<file path="config.mk">
export PLATFORM = sky130hd
export DESIGN_NAME = instruction_decode
export DESIGN_NICKNAME = d
export VERILOG_FILES = /design/src/rtl/instruction_decode.sv
export SDC_FILE = /design/constraint.sdc
export NUM_CORES = 2
export LEC_CHECK = 0
export CORE_ASPECT_RATIO = 0.9
export CORE_MARGIN = 3
export CORE_UTILIZATION = 55
export CTS_BUF_LIST = sky130_fd_sc_hd__clkbuf_4 sky130_fd_sc_hd__clkbuf_8 sky130_fd_sc_hd__clkbuf_16
export DETAILED_ROUTE_END_ITERATION = 7
export DONT_BUFFER_PORTS = 1
export PLACE_DENSITY = 0.7
export SYNTH_ARGS = -nofsm -noshare
export SYNTH_HDL_FRONTEND = slang
export SYNTH_SLANG_ARGS = --single-unit
</file>
<file path="constraint.sdc">
create_clock -name clk -period 41 [get_ports clk]
set_clock_uncertainty 0.2 [all_clocks]
set_input_delay 0 -clock clk [delete_from_list [all_inputs] [get_ports clk]]
set_output_delay 0 -clock clk [all_outputs]
set_load 0.05 [all_outputs]
</file>
<file path="src/rtl/instruction_decode.sv">
// ID stage: register file with write-through bypass, load-use stall, bubble/halt control, branch/jump targets.
// Optional define REGFILE_DEBUG_PORT_EN adds a combinational, non-bypassed register read port.
module instruction_decode #(
  parameter int len = 32
) (
  input  logic           clk,
  input  logic           reset,
  input  logic [len-1:0] in_pc_branch,
  input  logic [len-1:0] in_instruction,
  input  logic           in_enable,
  input  logic           in_flush,
  input  logic           in_wb_we,
  input  logic [4:0]     in_wb_rd,
  input  logic [len-1:0] in_wb_data,
  input  logic           in_ex_mem_read,
  input  logic [4:0]     in_ex_rt,
  output logic           out_pc_enable,
  output logic [len-1:0] out_rs_data,
  output logic [len-1:0] out_rt_data,
  output logic [len-1:0] out_imm_ext,
  output logic [4:0]     out_rs,
  output logic [4:0]     out_rt,
  output logic [4:0]     out_rd,
  output logic [5:0]     out_opcode,
  output logic [5:0]     out_funct,
  output logic [len-1:0] out_pc_branch,
  output logic [len-1:0] out_pc_jump,
  output logic           out_halt
`ifdef REGFILE_DEBUG_PORT_EN
  ,
  input  logic [4:0]     in_addr_debug,
  output logic [len-1:0] out_reg_debug
`endif
);

  typedef struct packed {
    logic [len-1:0] rs_data;
    logic [len-1:0] rt_data;
    logic [len-1:0] imm_ext;
    logic [4:0]     rs;
    logic [4:0]     rt;
    logic [4:0]     rd;
    logic [5:0]     opcode;
    logic [5:0]     funct;
    logic [len-1:0] pc_branch;
    logic [len-1:0] pc_jump;
  } id_out_t;

  logic [len-1:0] regs [32];
  logic [4:0]     rs_a, rt_a;
  logic [len-1:0] rs_val, rt_val, imm_ext;
  logic           hazard, halt_op;
  id_out_t        id_cap, id_q;

  assign rs_a    = in_instruction[25:21];
  assign rt_a    = in_instruction[20:16];
  assign imm_ext = {{(len-16){in_instruction[15]}}, in_instruction[15:0]};
  assign halt_op = (in_instruction[31:26] == 6'h3f);
  assign hazard  = in_ex_mem_read && (in_ex_rt != 5'd0) &&
                   ((in_ex_rt == rs_a) || (in_ex_rt == rt_a));

  assign out_pc_enable = in_enable & ~hazard & ~out_halt;

  // Same-cycle writeback is forwarded so the value is not lost to the write/read race.
  always_comb begin
    rs_val = regs[rs_a];
    rt_val = regs[rt_a];
    if (in_wb_we && (in_wb_rd != 5'd0) && (in_wb_rd == rs_a)) rs_val = in_wb_data;
    if (in_wb_we && (in_wb_rd != 5'd0) && (in_wb_rd == rt_a)) rt_val = in_wb_data;
    if (rs_a == 5'd0) rs_val = '0;
    if (rt_a == 5'd0) rt_val = '0;
  end

  always_comb begin
    id_cap           = '0;
    id_cap.rs_data   = rs_val;
    id_cap.rt_data   = rt_val;
    id_cap.imm_ext   = imm_ext;
    id_cap.rs        = rs_a;
    id_cap.rt        = rt_a;
    id_cap.rd        = in_instruction[15:11];
    id_cap.opcode    = in_instruction[31:26];
    id_cap.funct     = in_instruction[5:0];
    id_cap.pc_branch = in_pc_branch + imm_ext;
    id_cap.pc_jump   = {in_pc_branch[len-1:26], in_instruction[25:0]};
  end

  always_ff @(posedge clk or posedge reset) begin
    if (reset) begin
      for (int i = 0; i < 32; i++) regs[i] <= '0;
    end else if (in_wb_we && (in_wb_rd != 5'd0)) begin
      regs[in_wb_rd] <= in_wb_data;
    end
  end

  // Flush outranks the halt opcode, so a squashed halt never sets out_halt.
  always_ff @(posedge clk or posedge reset) begin
    if (reset) begin
      id_q     <= '0;
      out_halt <= 1'b0;
    end else if (in_flush || hazard || out_halt) begin
      id_q <= '0;
    end else if (in_enable) begin
      if (halt_op) begin
        id_q     <= '0;
        out_halt <= 1'b1;
      end else begin
        id_q <= id_cap;
      end
    end
  end

  assign out_rs_data   = id_q.rs_data;
  assign out_rt_data   = id_q.rt_data;
  assign out_imm_ext   = id_q.imm_ext;
  assign out_rs        = id_q.rs;
  assign out_rt        = id_q.rt;
  assign out_rd        = id_q.rd;
  assign out_opcode    = id_q.opcode;
  assign out_funct     = id_q.funct;
  assign out_pc_branch = id_q.pc_branch;
  assign out_pc_jump   = id_q.pc_jump;

`ifdef REGFILE_DEBUG_PORT_EN
  assign out_reg_debug = regs[in_addr_debug];
`endif

endmodule
</file>
==> run metrics <==
yosys warns=0; CTS tree=done; die area=115,000 um2; largest net degree at the start of global routing=215; Fin. Hold Viols=0; Mapped Nets=4,102; Hold Crit Start=in_wb_data[24]; global-route wire length before repair=259 mm; post-place instance area=61,600 um2; R2R Path End=out_rt_data[14]$_DFFE_PP0P_; post-route ant nets=0; num rows=115; Crit Reg-Reg Startpoint=out_halt$_DFFE_PP0P_; initial core utilization=55.8%; Clock Latency Late Sink=730 ps; maximum VDD drop=0.0405 mV; Most used DFF post-synth=dfrtp_1; CTS clk-pin slew, worst paths=60 ps; cells after synthesis=3,958; die width=358 um; number of flops mapped to enable cells by yosys=0; 1st-iter DRT viols=3,769; FF+latch count, synth=1,159; IO Port Bufs=0; layout cell share with drive strength beyond 1=49.4%; vias in the first global route=38,600; Leak=29.6 nW; DRC=0; P&R area growth vs syn=11.5%; Pins Over Slew Limit=0; crit path to=out_rt_data[14]$_DFFE_PP0P_; core area=110,000 um2; worst setup path startpoint=out_halt$_DFFE_PP0P_; worst hold path type=in -> reg; Post-Syn Area=61,300 um2; FF-to-FF setup slack=36,650 ps; Setup crit start kind=flip-flop; status=finished, final reports clean; TritonCTS buffer count=120; htree depth=3; fmax=230 MHz; maximum clock path buffer count=3; total grt overflow=0; post-synth cell types=64; Setup CP Type=reg -> reg; Tot GR Track Use=30.6%; final setup fails=0; final critical-path share of the clock period=10.6%; most common cell after layout, fill and taps aside=dfrtp_1; max cap viols=0; Top Ports=301; reg2reg path depth=9; Layout Nets=4,019; post-layout util=62.2%; RD Place Congestion=0.836; # fillers=7,990; max_slew headroom=7.17%; DR vias=37,600; CP max FO=44; CTS root buf=clkbuf_16; Setup TNS=0 ps; Die Height=323 um; worst-margin pin slew=1390 ps; First-pass DRT Iterations=5; Avg Inst Size Synth=15.5 um2; Post-synth ARST share=100%; CTS sink cnt=1,159; hpwl dp=83.6 mm; unrepaired setup endpoints after global routing=no; share of the yosys chip area belonging to registers=47.3%; crit end category=flip-flop; DR vias/cell=6.90; initial antenna violation count=9; CP required=41,460 ps; final instance area=68,300 um2; power density over the cells=47.4 nW/um2; minimum clock period=4350 ps; WL/cell=31.9 um; Crit path arrival time=4820 ps; Detailed Route WL=174 mm; most frequent cells in the layout=dfrtp_1, mux2_2, mux4_2
## routing by layer
layer	vias to the layer above	share of wire, %	track usage [%]
met4	0	2.6	7.79
met5	-	0	0
li1	15100	-	-
met1	20500	42	44.9
met3	291	9.1	7.88
met2	1633	46	46.1
## cell families (layout without fill, tap and decap cells)
| kind of cell | count (synthesis) | after routing | synth area share (%) |
|---|---|---|---|
| flip-flops | 1159 | 1159 | 47.3 |
| AO/OA/AOI/OAI | 298 | 298 | 3.17 |
| buffers and inverters | 494 | 512 | 3.64 |
| AND/OR/NAND/NOR | 229 | 229 | 1.71 |
| other | 0 | 6 | 0 |
| XOR/XNOR | 49 | 49 | 0.700 |
| adder cells (fa/ha/maj) | 32 | 32 | 0.665 |
| multiplexers | 1697 | 1697 | 42.8 |
## how the worst min path moves through the flow
stage	endpoint	slack [ps]	cells after the start
final	regs[248]$_DFFE_PP0P_	70	3
after CTS	out_rs_data[25]$_DFFE_PP0P_	7	6
after global placement	out_imm_ext[5]$_DFFE_PP0P_	-170	1
after floorplan	out_halt$_DFFE_PP0P_	-100	1
after detailed placement	out_imm_ext[5]$_DFFE_PP0P_	-170	1
after global routing	out_rs_data[25]$_DFFE_PP0P_	30	6
## power by group
group          internal [mW]  leakage (nW)  switching (mW)
combinational          0.407          12.5           0.223
sequential              1.34          15.0           0.134
clock                  0.676          2.11           0.464
total                   2.42          29.6           0.820
## synth_stat cells (4+ instances only)
library cell	number	area, um2
nor2b_1	4	25.0
buf_4	68	510
buf_2	76	380
ha_1	31	388
a31oi_1	5	31.3
or4_1	6	45.0
nor3_1	7	35.0
a21oi_1	24	120
a21o_1	16	120
buf_1	79	297
mux2_2	979	11000
a211oi_1	4	30.0
and3_1	4	25.0
clkbuf_1	258	968
nand2_1	128	480
inv_1	9	33.8
dfrtp_1	1159	29000
o21ai_0	102	510
o21ai_1	37	185
xnor2_1	18	158
mux2i_1	64	641
mux2_1	14	158
mux4_2	640	14400
o31ai_1	4	30.0
nand3b_1	4	30.0
nor2_1	36	135
a22o_1	42	368
nand3_1	9	45.0
xor2_1	31	272
o21a_1	5	37.5
nand4_1	10	62.6
a22oi_1	33	248
## flip-flops by register name, summed over array words and instances (netlist names)
register / flops
out_rt_data: 32
out_rs: 4
out_imm_ext: 16
out_pc_branch: 32
out_rt: 4
regs: 1024
out_halt: 1
out_rs_data: 32
out_opcode: 6
out_pc_jump: 8
## metrics by stage
| stage | hold WS (ps) | setup WS, ps | cells | power, mW |
|---|---|---|---|---|
| floorplan | -103 | 8160 | 3958 | 1.96 |
| global placement | -174 | 36810 | 4989 | 2.01 |
| detailed placement | -174 | 36770 | 4989 | 2.04 |
| CTS | 6.56 | 36750 | 5437 | 3.25 |
| global route | 31.7 | 36420 | 5439 | 3.37 |
| finish | 65.2 | 36650 | 5444 | 3.24 |
## critical path: stages (launching register included)
cell	delay, ps
dfrtp_1	610
nor2_1	170
o21ai_0	90
buf_4	190
nor2_4	70
buf_4	490
nand3b_1	1030
buf_4	610
o21ai_0	220
dlygate4sd3_1	580
## layout make-up
class	instances	area, um2	area share (%)
Antenna cell	6	15.0	0.0220
Clock buffer	191	3800	5.56
Clock inverter	32	355	0.520
Inverter	9	41.3	0.0604
Multi-Input combinational cell	2305	30300	44.3
Sequential cell	1159	29000	42.4
Tap cell	1462	1830	2.68
Timing Repair Buffer	280	3000	4.38
## what timing repair did
action                                 in CTS  in global routing
setup buffers                               0                  0
endpoints found under the hold margin    1585                  0
hold buffers                              225                  0
gates resized for setup                     0                  0
Power figures use the tool's default switching activity.
